[config.mk]
export PLATFORM = sky130hd
export DESIGN_NAME = dma_dev_port
export DESIGN_NICKNAME = d
export VERILOG_FILES = /design/src/rtl/dma_dev_port.sv
export SDC_FILE = /design/constraint.sdc
export NUM_CORES = 1
export LEC_CHECK = 0
export CORE_ASPECT_RATIO = 0.75
export CORE_MARGIN = 2
export CORE_UTILIZATION = 41
export CTS_CLUSTER_SIZE = 30
export DETAILED_ROUTE_END_ITERATION = 16
export GPL_TIMING_DRIVEN = 0
export PLACE_DENSITY = 0.68
export SLEW_MARGIN = 20
export SYNTH_ARGS = -nofsm -noshare
export SYNTH_HDL_FRONTEND = slang
export SYNTH_SLANG_ARGS = --single-unit
[constraint.sdc]
create_clock -name clk -period 3.7 [get_ports clk]
set_input_delay 0.74 -clock clk [delete_from_list [all_inputs] [get_ports clk]]
set_output_delay 0.74 -clock clk [all_outputs]
set_load 0.05 [all_outputs]
[src/rtl/dma_dev_port.sv]
// Device-side front end for dma_controller: issues one request per descriptor,
// then runs the dev_ack/dma_ack word handshake. Writes stream from a source; reads buffer into a FIFO.
module dma_dev_port #(
  parameter int ADD_LEN   = 16,
  parameter int DATA_LEN  = 16,
  parameter int BUF_DEPTH = 3,
  parameter int TIMEOUT   = 1024
) (
  input  logic                clk,
  input  logic                reset,
  input  logic                cfg_start,
  input  logic                cfg_rd_wr,
  input  logic [ADD_LEN:0]    cfg_addr,
  input  logic [ADD_LEN-1:0]  cfg_words,
  input  logic [DATA_LEN-1:0] src_data,
  input  logic                src_valid,
  output logic                src_ready,
  output logic [DATA_LEN-1:0] snk_data,
  output logic                snk_valid,
  input  logic                snk_ready,
  output logic                busy,
  output logic                done,
  output logic                err_align,
  output logic                err_zero,
  output logic                err_timeout,
  output logic                err_overrun,
  output logic [ADD_LEN-1:0]  xfer_cnt,
  output logic                rqst,
  output logic                rd_wr,
  output logic [ADD_LEN-1:0]  num_words,
  output logic [ADD_LEN:0]    start_addr,
  output logic                dev_ack,
  output logic [DATA_LEN-1:0] dev_in,
  input  logic                dma_ack,
  input  logic                end_flag,
  input  logic [DATA_LEN-1:0] dev_out
);

  localparam int DEPTH = 2 ** BUF_DEPTH;
  localparam int WD_W  = $clog2(TIMEOUT + 1);
  localparam logic [BUF_DEPTH:0] FULL_CNT = (BUF_DEPTH + 1)'(DEPTH);
  localparam logic [BUF_DEPTH:0] ACK_MAX  = (BUF_DEPTH + 1)'(DEPTH - 2);
  localparam logic [WD_W-1:0]    WD_LAST  = WD_W'(TIMEOUT - 1);

  typedef enum logic [2:0] {
    IDLE, REQ, WR_XFER, RD_XFER, WAIT_END, GAP, HALT
  } state_t;

  state_t state, state_nxt;

  logic [DATA_LEN-1:0]  mem [DEPTH];
  logic [BUF_DEPTH-1:0] wr_ptr, rd_ptr;
  logic [BUF_DEPTH:0]   fifo_count;
  logic [WD_W-1:0]      wdog;
  logic                 err_done;

  logic start_acc, cfg_bad, in_xfer, stall, wdog_to, last_word;
  logic fifo_full, push_req, overrun, push, pop;

  assign start_acc = (state == IDLE) && cfg_start;
  assign cfg_bad   = cfg_addr[0] || (cfg_words == '0);
  assign in_xfer   = state inside {WR_XFER, RD_XFER, WAIT_END};
  // A sink holding off the FIFO is back-pressure, not a dead controller.
  assign stall     = snk_valid && !snk_ready;
  assign wdog_to   = in_xfer && !dma_ack && !end_flag && !stall && (wdog == WD_LAST);
  assign last_word = (xfer_cnt + ADD_LEN'(1)) == num_words;

  assign fifo_full = (fifo_count == FULL_CNT);
  assign push_req  = (state == RD_XFER) && dma_ack;
  assign overrun   = push_req && (fifo_full || (xfer_cnt == num_words));
  assign push      = push_req && !overrun;
  assign snk_valid = (fifo_count != '0);
  assign snk_data  = mem[rd_ptr];
  assign pop       = snk_valid && snk_ready;

  // NOTE: sequential state uses non-blocking assignments so every register samples pre-edge values.
  always_ff @(posedge clk) begin
    if (reset) state <= IDLE;
    else       state <= state_nxt;
  end

  always_comb begin
    state_nxt = state;
    case (state)
      IDLE:     if (cfg_start && !cfg_bad) state_nxt = REQ;
      REQ:      state_nxt = rd_wr ? RD_XFER : WR_XFER;
      WR_XFER: begin
        if (end_flag)                  state_nxt = GAP;
        else if (dma_ack && last_word) state_nxt = WAIT_END;
        else if (wdog_to)              state_nxt = HALT;
      end
      RD_XFER, WAIT_END: begin
        if (end_flag)     state_nxt = GAP;
        else if (wdog_to) state_nxt = HALT;
      end
      GAP:      state_nxt = IDLE;
      HALT:     state_nxt = HALT;
      default:  state_nxt = IDLE;
    endcase
  end

  // NOTE: every combinational output gets a default first, so no path can infer a latch.
  always_comb begin
    rqst      = 1'b0;
    dev_ack   = 1'b0;
    src_ready = 1'b0;
    dev_in    = '0;
    busy      = (state != IDLE);
    done      = err_done || (state == GAP);
    case (state)
      REQ:     rqst = 1'b1;
      WR_XFER: begin
        dev_ack   = src_valid;
        dev_in    = src_data;
        src_ready = dma_ack;
      end
      RD_XFER: dev_ack = (fifo_count <= ACK_MAX);
      default: ;
    endcase
  end

  always_ff @(posedge clk) begin
    if (reset) begin
      rd_wr       <= 1'b0;
      num_words   <= '0;
      start_addr  <= '0;
      xfer_cnt    <= '0;
      err_align   <= 1'b0;
      err_zero    <= 1'b0;
      err_timeout <= 1'b0;
      err_overrun <= 1'b0;
      err_done    <= 1'b0;
      wdog        <= '0;
    end else begin
      err_done <= start_acc && cfg_bad;
      if (start_acc) begin
        rd_wr       <= cfg_rd_wr;
        num_words   <= cfg_words;
        start_addr  <= cfg_addr;
        xfer_cnt    <= '0;
        err_align   <= cfg_addr[0];
        err_zero    <= (cfg_words == '0);
        err_timeout <= 1'b0;
        err_overrun <= 1'b0;
      end else begin
        if (((state == WR_XFER) && dma_ack) || push) xfer_cnt <= xfer_cnt + ADD_LEN'(1);
        if (wdog_to) err_timeout <= 1'b1;
        if (overrun) err_overrun <= 1'b1;
      end
      if (!in_xfer || dma_ack || end_flag) wdog <= '0;
      else if (!stall)                     wdog <= wdog + WD_W'(1);
    end
  end

  always_ff @(posedge clk) begin
    if (reset || start_acc) begin
      wr_ptr     <= '0;
      rd_ptr     <= '0;
      fifo_count <= '0;
    end else begin
      if (push) wr_ptr <= wr_ptr + BUF_DEPTH'(1);
      if (pop)  rd_ptr <= rd_ptr + BUF_DEPTH'(1);
      case ({push, pop})
        2'b10:   fifo_count <= fifo_count + 1'b1;
        2'b01:   fifo_count <= fifo_count - 1'b1;
        default: ;
      endcase
    end
  end

  // NOTE: the buffer is small, so it is reset to zero; a larger RAM would leave contents unreset.
  always_ff @(posedge clk) begin
    if (reset) begin
      for (int i = 0; i < DEPTH; i++) mem[i] <= '0;
    end else if (push) begin
      mem[wr_ptr] <= dev_out;
    end
  end

endmodule

# Word-level counts from Yosys, hierarchy flattened
# Memories as Yosys holds them, arrays and structs flattened. A register that Yosys moved wholly into a read port is not among the register bits.
# Cells that the tools add are included.
[op_classes]
n_mux = 22
n_eq_ne = 13
order_cmp = 1
n_reduce_logical = 38
add_sub_neg = 6
[ops]
columns = ["cell", "n"]
rows = [
  ["$eq 16x16->1", 2],
  ["$mux 16", 2],
  ["$mux 3", 8],
  ["$add 16x1->16 const B", 1],
  ["$logic_not 16->1", 1],
  ["$reduce_or 16->1", 1],
  ["$pmux 3 s5", 1],
  ["$logic_and 1x1->1", 14],
  ["$add 11x1->11 const B", 1],
  ["$eq 11x10->1 const B", 1],
  ["$eq 3x3->1 const B", 3],
  ["$mux 1", 9],
  ["$pmux 4 s2", 1],
  ["$logic_not 1->1", 7],
  ["$logic_or 1x1->1", 7],
  ["$add 3x1->3 const B", 2],
  ["$eq 3x2->1 const B", 2],
  ["$reduce_bool 3->1", 2],
  ["$reduce_or 2->1", 3],
  ["$add 4x1->4 const B", 1],
  ["$eq 4x4->1 const B", 1],
  ["$le 4x3->1 const B", 1],
  ["$reduce_bool 4->1", 1],
  ["$sub 4x1->4 const B", 1],
  ["other kinds (7)", 7],
]
[totals]
register_bits = 79
word_cells = 95
mem_bits_rw = 128
memories = 1
[memory_table]
columns = ["name", "depth", "word_bits", "rd", "rd_ports_with_merged_regs", "wr", "line_no", "text"]
rows = [
  ["mem", 8, 16, 1, 1, 8, "51", "logic [DATA_LEN-1:0] mem [DEPTH];"],
]

# Logic depth before layout (Yosys ltp)
[logic_depth]
ltp_word = 10
ltp_mapped = 13

# Worst setup path after synthesis
# No wires, ideal clock.
[synth_timing]
path_type = "register -> register"
from = "register xfer_cnt[3]"
to = "register fifo_count[3]"
setup_time_ns = 0.070
path_stages_with_launch = 14
required_ns = 3.630
t_arrival_ns = 3.155
slack_ns = 0.474
path_cell_list = "dfxtp_1 -> buf_4 -> xor2_1 -> nor2_1 -> and4_1 -> a21oi_2 -> nand2_1 -> ha_1 -> ha_1 -> a21o_1 -> a21oi_1 -> xnor2_1 -> or3_1 -> a21oi_1"
[synth_via]
elab_chain_len = 7
word_cells_on_any_way = 9
cone_classes = "eq/ne (3); mux (1); reduce/logical (5)"
[synth_lines]
columns = ["element", "line_no", "text"]
rows = [
  ["start: declaration", "27", "output logic [ADD_LEN-1:0] xfer_cnt,"],
  ["start signal: assignment", "146", "if (((state == WR_XFER) && dma_ack) || push) xfer_cnt <= xfer_cnt + ADD_LEN'(1);"],
  ["$eq 16x16->1 *", "70", "assign overrun = push_req && (fifo_full || (xfer_cnt == num_words));"],
  ["$logic_or 1x1->1 *", "70", ""],
  ["$logic_and 1x1->1 *", "70", ""],
  ["$logic_not 1->1 *", "71", "assign push = push_req && !overrun;"],
  ["$logic_and 1x1->1 *", "71", ""],
  ["$eq 2x1->1 or $eq 2x2->1 (tied branches)", "163", "case ({push, pop})"],
  ["$pmux 4 s2 or $reduce_bool 2->1 (tied branches)", "n/a", ""],
  ["end signal: assignment", "164", "2'b10: fifo_count <= fifo_count + 1'b1;"],
  ["end signal: assignment", "165", "2'b01: fifo_count <= fifo_count - 1'b1;"],
  ["end: declaration", "53", "logic [BUF_DEPTH:0] fifo_count;"],
]
# Every way passes the cells marked *; elsewhere a longest branch is shown, timed or not.
# A chain may end at the register's enable or synchronous reset.

# Worst setup path in the final report
[layout_timing]
from = "input port dma_ack"
to = "output port src_ready"
[layout_via]
elab_chain_len = 1
[layout_lines]
columns = ["element", "line_no", "text"]
rows = [
  ["start: declaration", "34", "input logic dma_ack,"],
  ["$mux 1", "110", "case (state)"],
  ["end: declaration", "17", "output logic src_ready,"],
]
# Every way passes these cells.

==> impl_metrics.py <==
metrics = {
    "sta": {
        "tightest_slew_ns": 1.07,
        "tns_ns": 0,
        "holdWs_ns": 0.469,
        "max_freq_mhz": 273,
        "max_slew_margin": 0.284,
        "setup_viol_count_final": 0,
        "worst_slack_ns": 0.0428,
        "fin_worst_skew_ns": 0.0340,
        "report.final.hold_viol_count": 0,
        "rsz0062_at_grt": "no",
        "slew_viol_final": 0,
        "period_minus_slack_ns": 3.66,
        "finalCritPeriodShare": 0.988,
    },
    "min_path": {
        "hp-class": "reg2reg",
        "min_path_cells": 2,
        "hp-start": "err_overrun",
        "hold_end": "err_overrun",
    },
    "critical_path": {
        "crit_chain": "clkdlybuf4s50_1 -> nand2_1 -> inv_1 -> clkdlybuf4s50_1",
        "r2r_end": "fifo_count[3]",
        "critPathKind": "in2out",
        "cp_data_arrival_time_ns": 2.92,
        "max_stage_delay_ns": 0.87,
        "cp_num_buf_inv": 3,
        "path_delay_family": "buffers and inverters",
        "worstSetupEndpointType": "output pin",
        "r2r_slack_ns": 0.30,
        "cp_common_cell": "clkdlybuf4s50_1",
        "crit_required_ns": 2.96,
        "cp_slowest_cell": "clkdlybuf4s50_1",
        "r2r_start": "xfer_cnt[12]",
        "reg2reg_depth": 12,
        "crit_path_start_kind": "input port",
        "cp_max_fo": 7,
    },
    "synth": {
        "ys.flop_type": "edfxtp_1",
        "synth.most_common_cell": "nor2_1",
        "yosysTopAreaCell": "edfxtp_1",
        "yosys_warnings": 0,
        "ys_seq_area_frac": 0.551,
        "syn_nets": 957,
        "synth-seq-cells": 209,
        "synth.distinct_cells": 60,
        "synth_edf_count": 128,
        "syn_inst": 876,
        "synth_commonest_cells": "nor2_1 (162), edfxtp_1 (128), dfxtp_1 (81)",
        "yosys-top-cells-area": "edfxtp_1 (39%), dfxtp_1 (16%), mux4_2 (7.3%)",
        "async_reset_ff_frac": 0,
        "synth_area_per_cell_um2": 11.3,
        "syn_area_um2": 9920,
        "synth_top_area_frac": 0.388,
    },
    "place": {
        "dp_worst_setup_slack_ns": -0.0992,
        "gp_congestion": 0.875,
        "placedCellCount": 1354,
        "portBuffers": 164,
        "place_hpwl_mm": 19.6,
        "dpl_cell_area_um2": 12100,
    },
    "power": {
        "peakVddDrop_mv": 0.370,
        "power.density_nw_per_um2": 556,
        "pwr-share-comb": 0.287,
        "p_sw_mw": 2.40,
        "p_leak_nw": 4.70,
        "pwr-share-clk": 0.329,
        "power_frac_seq": 0.384,
        "p_int_mw": 4.75,
        "p_sw_frac": 0.336,
    },
    "cells_and_area": {
        "drive_gt1_frac": 0.136,
        "area_growth_pct": 29.7,
        "fin_cells": 1395,
        "layout.nets": 1153,
        "postLayoutCellArea_um2": 12900,
    },
    "drt": {
        "dr.first_iter.drc_count": 696,
        "ant_nets": 0,
        "top_layer": "met4",
        "drt-wirelength-per-cell_um": 19.5,
        "post_drt_via_cell_ratio": 5.48,
        "wl_met2_mm": 12.1,
        "drc": 0,
        "vias": 7642,
        "finalWirelength_mm": 27.2,
        "wl_met3_mm": 2.15,
        "firstDrtPassIters": 5,
        "wirelength_met1_mm": 12.5,
    },
    "grt": {
        "grt_pass1_vias": 7518,
        "grt_max_degree": 15,
        "antenna_found_initial": 1,
        "grt_overflow": 0,
        "grt_pass1_wl_mm": 42.1,
        "track_usage": 0.213,
    },
    "clocking": {
        "cts-root-buf": "clkbuf_16",
        "postCtsSetupBuffers": 0,
        "cts_buffer_depth": 3,
        "numCtsBuffers": 22,
        "htree_levels": 1,
        "clkLatencyLatePin_ns": 0.53,
        "clkSinkCount": 209,
        "cts_tree": "yes",
        "cts.clk_slew.worst_paths_ns": 0.06,
    },
    "die": {
        "initial_utilization": 0.416,
        "rows": 49,
        "die_h_um": 139,
        "core_area_um2": 23800,
        "floorplan.die_area_um2": 25500,
        "die_w_um": 184,
        "num_io_pins": 165,
    },
    "flow_run": {
        "maxCapViolCount": 0,
    },
    "status": {
        "outcome": "complete, no violations",
    },
}
==> power groups by stage <==
stage	logic, mW	clock network [mW]	registers, mW
detailed placement	2.04	0	2.79
global route	2.17	2.47	2.77
global placement	2.01	0	2.79
floorplan	1.03	0	3.09
finish	2.05	2.35	2.75
CTS	2.04	2.38	2.75
==> how the worst max path moves through the flow <==
stage	from	depth (start not counted)	endpoint	slack (ns)
5_1_grt	dma_ack	4	src_ready	0.04
4_1_cts	dma_ack	4	src_ready	0.11
2_1_floorplan	xfer_cnt[3]	13	fifo_count[3]	0.47
3_5_place_dp	dma_ack	11	fifo_count[3]	-0.1
3_3_place_gp	dma_ack	6	mem[3][10]	-0.78
6_report	dma_ack	4	src_ready	0.04
==> flip-flops by register name (all words and copies together), names as in the netlist, 3 cells and up, named ones only <==
name,cells
rd_ptr,3
fifo_count,4
xfer_cnt,16
wr_ptr,3
state,3
mem,128
start_addr,17
wdog,11
num_words,16
==> tightest hold or removal path, stage by stage, from the launching register on <==
cell and delay [ns]:
dfxtp_1 0.32, a21oi_1 0.04, nor2_1 0.07
==> timing repair <==
action,CTS,global route
gates resized for setup,22,3
pin swaps,0,0
hold endpoints to repair,0,0
hold buffers,0,0
setup endpoints to repair,16,3
==> final cells by class <==
cell class                 count  area (um^2)
fill                        2056        11000
sequential                   209         5470
multi-input combinational    594         4120
timing repair buffer         172         1740
clock buffer                  27          591
tap                          306          383
buffer                        61          334
clock inverter                13          179
inverter                      12         45.0
antenna                        1         2.50
==> logic make-up (layout without fill, tap and decap cells) <==
family / Yosys count / in the layout / synth area share
compound gates: 120 / 120 / 0.0873
buf+inv: 73 / 285 / 0.0371
fa+ha+maj: 8 / 8 / 0.0108
simple gates: 367 / 367 / 0.176
flops: 209 / 209 / 0.551
xor+xnor: 35 / 35 / 0.0309
mux: 64 / 64 / 0.107
other cells: 0 / 1 / 0
==> metal layers <==
| metal | global-route usage | vias up |
|---|---|---|
| met5 | 0 | - |
| met4 | 0.0476 | 0 |
| met3 | 0.0410 | 40 |
| li1 | - | 3587 |
| met2 | 0.328 | 269 |
| met1 | 0.312 | 3746 |
==> cell usage in the layout (no fill, tap or decap), drive strengths merged, types with 28 or more instances in the layout <==
cell	n
nand2	72
edfxtp	128
a22o	34
dfxtp	81
mux4	32
and3	28
clkbuf	59
buf	37
clkdlybuf4s50	146
nor2	166
a21oi	29
==> through the flow <==
stage | util | total power, mW
floorplan | - | 4.11
global placement | 0.501 | 4.81
detailed placement | 0.507 | 4.84
CTS | 0.539 | 7.17
global route | 0.539 | 7.41
finish | 0.539 | 7.15
(Power assumes the default switching activity.)
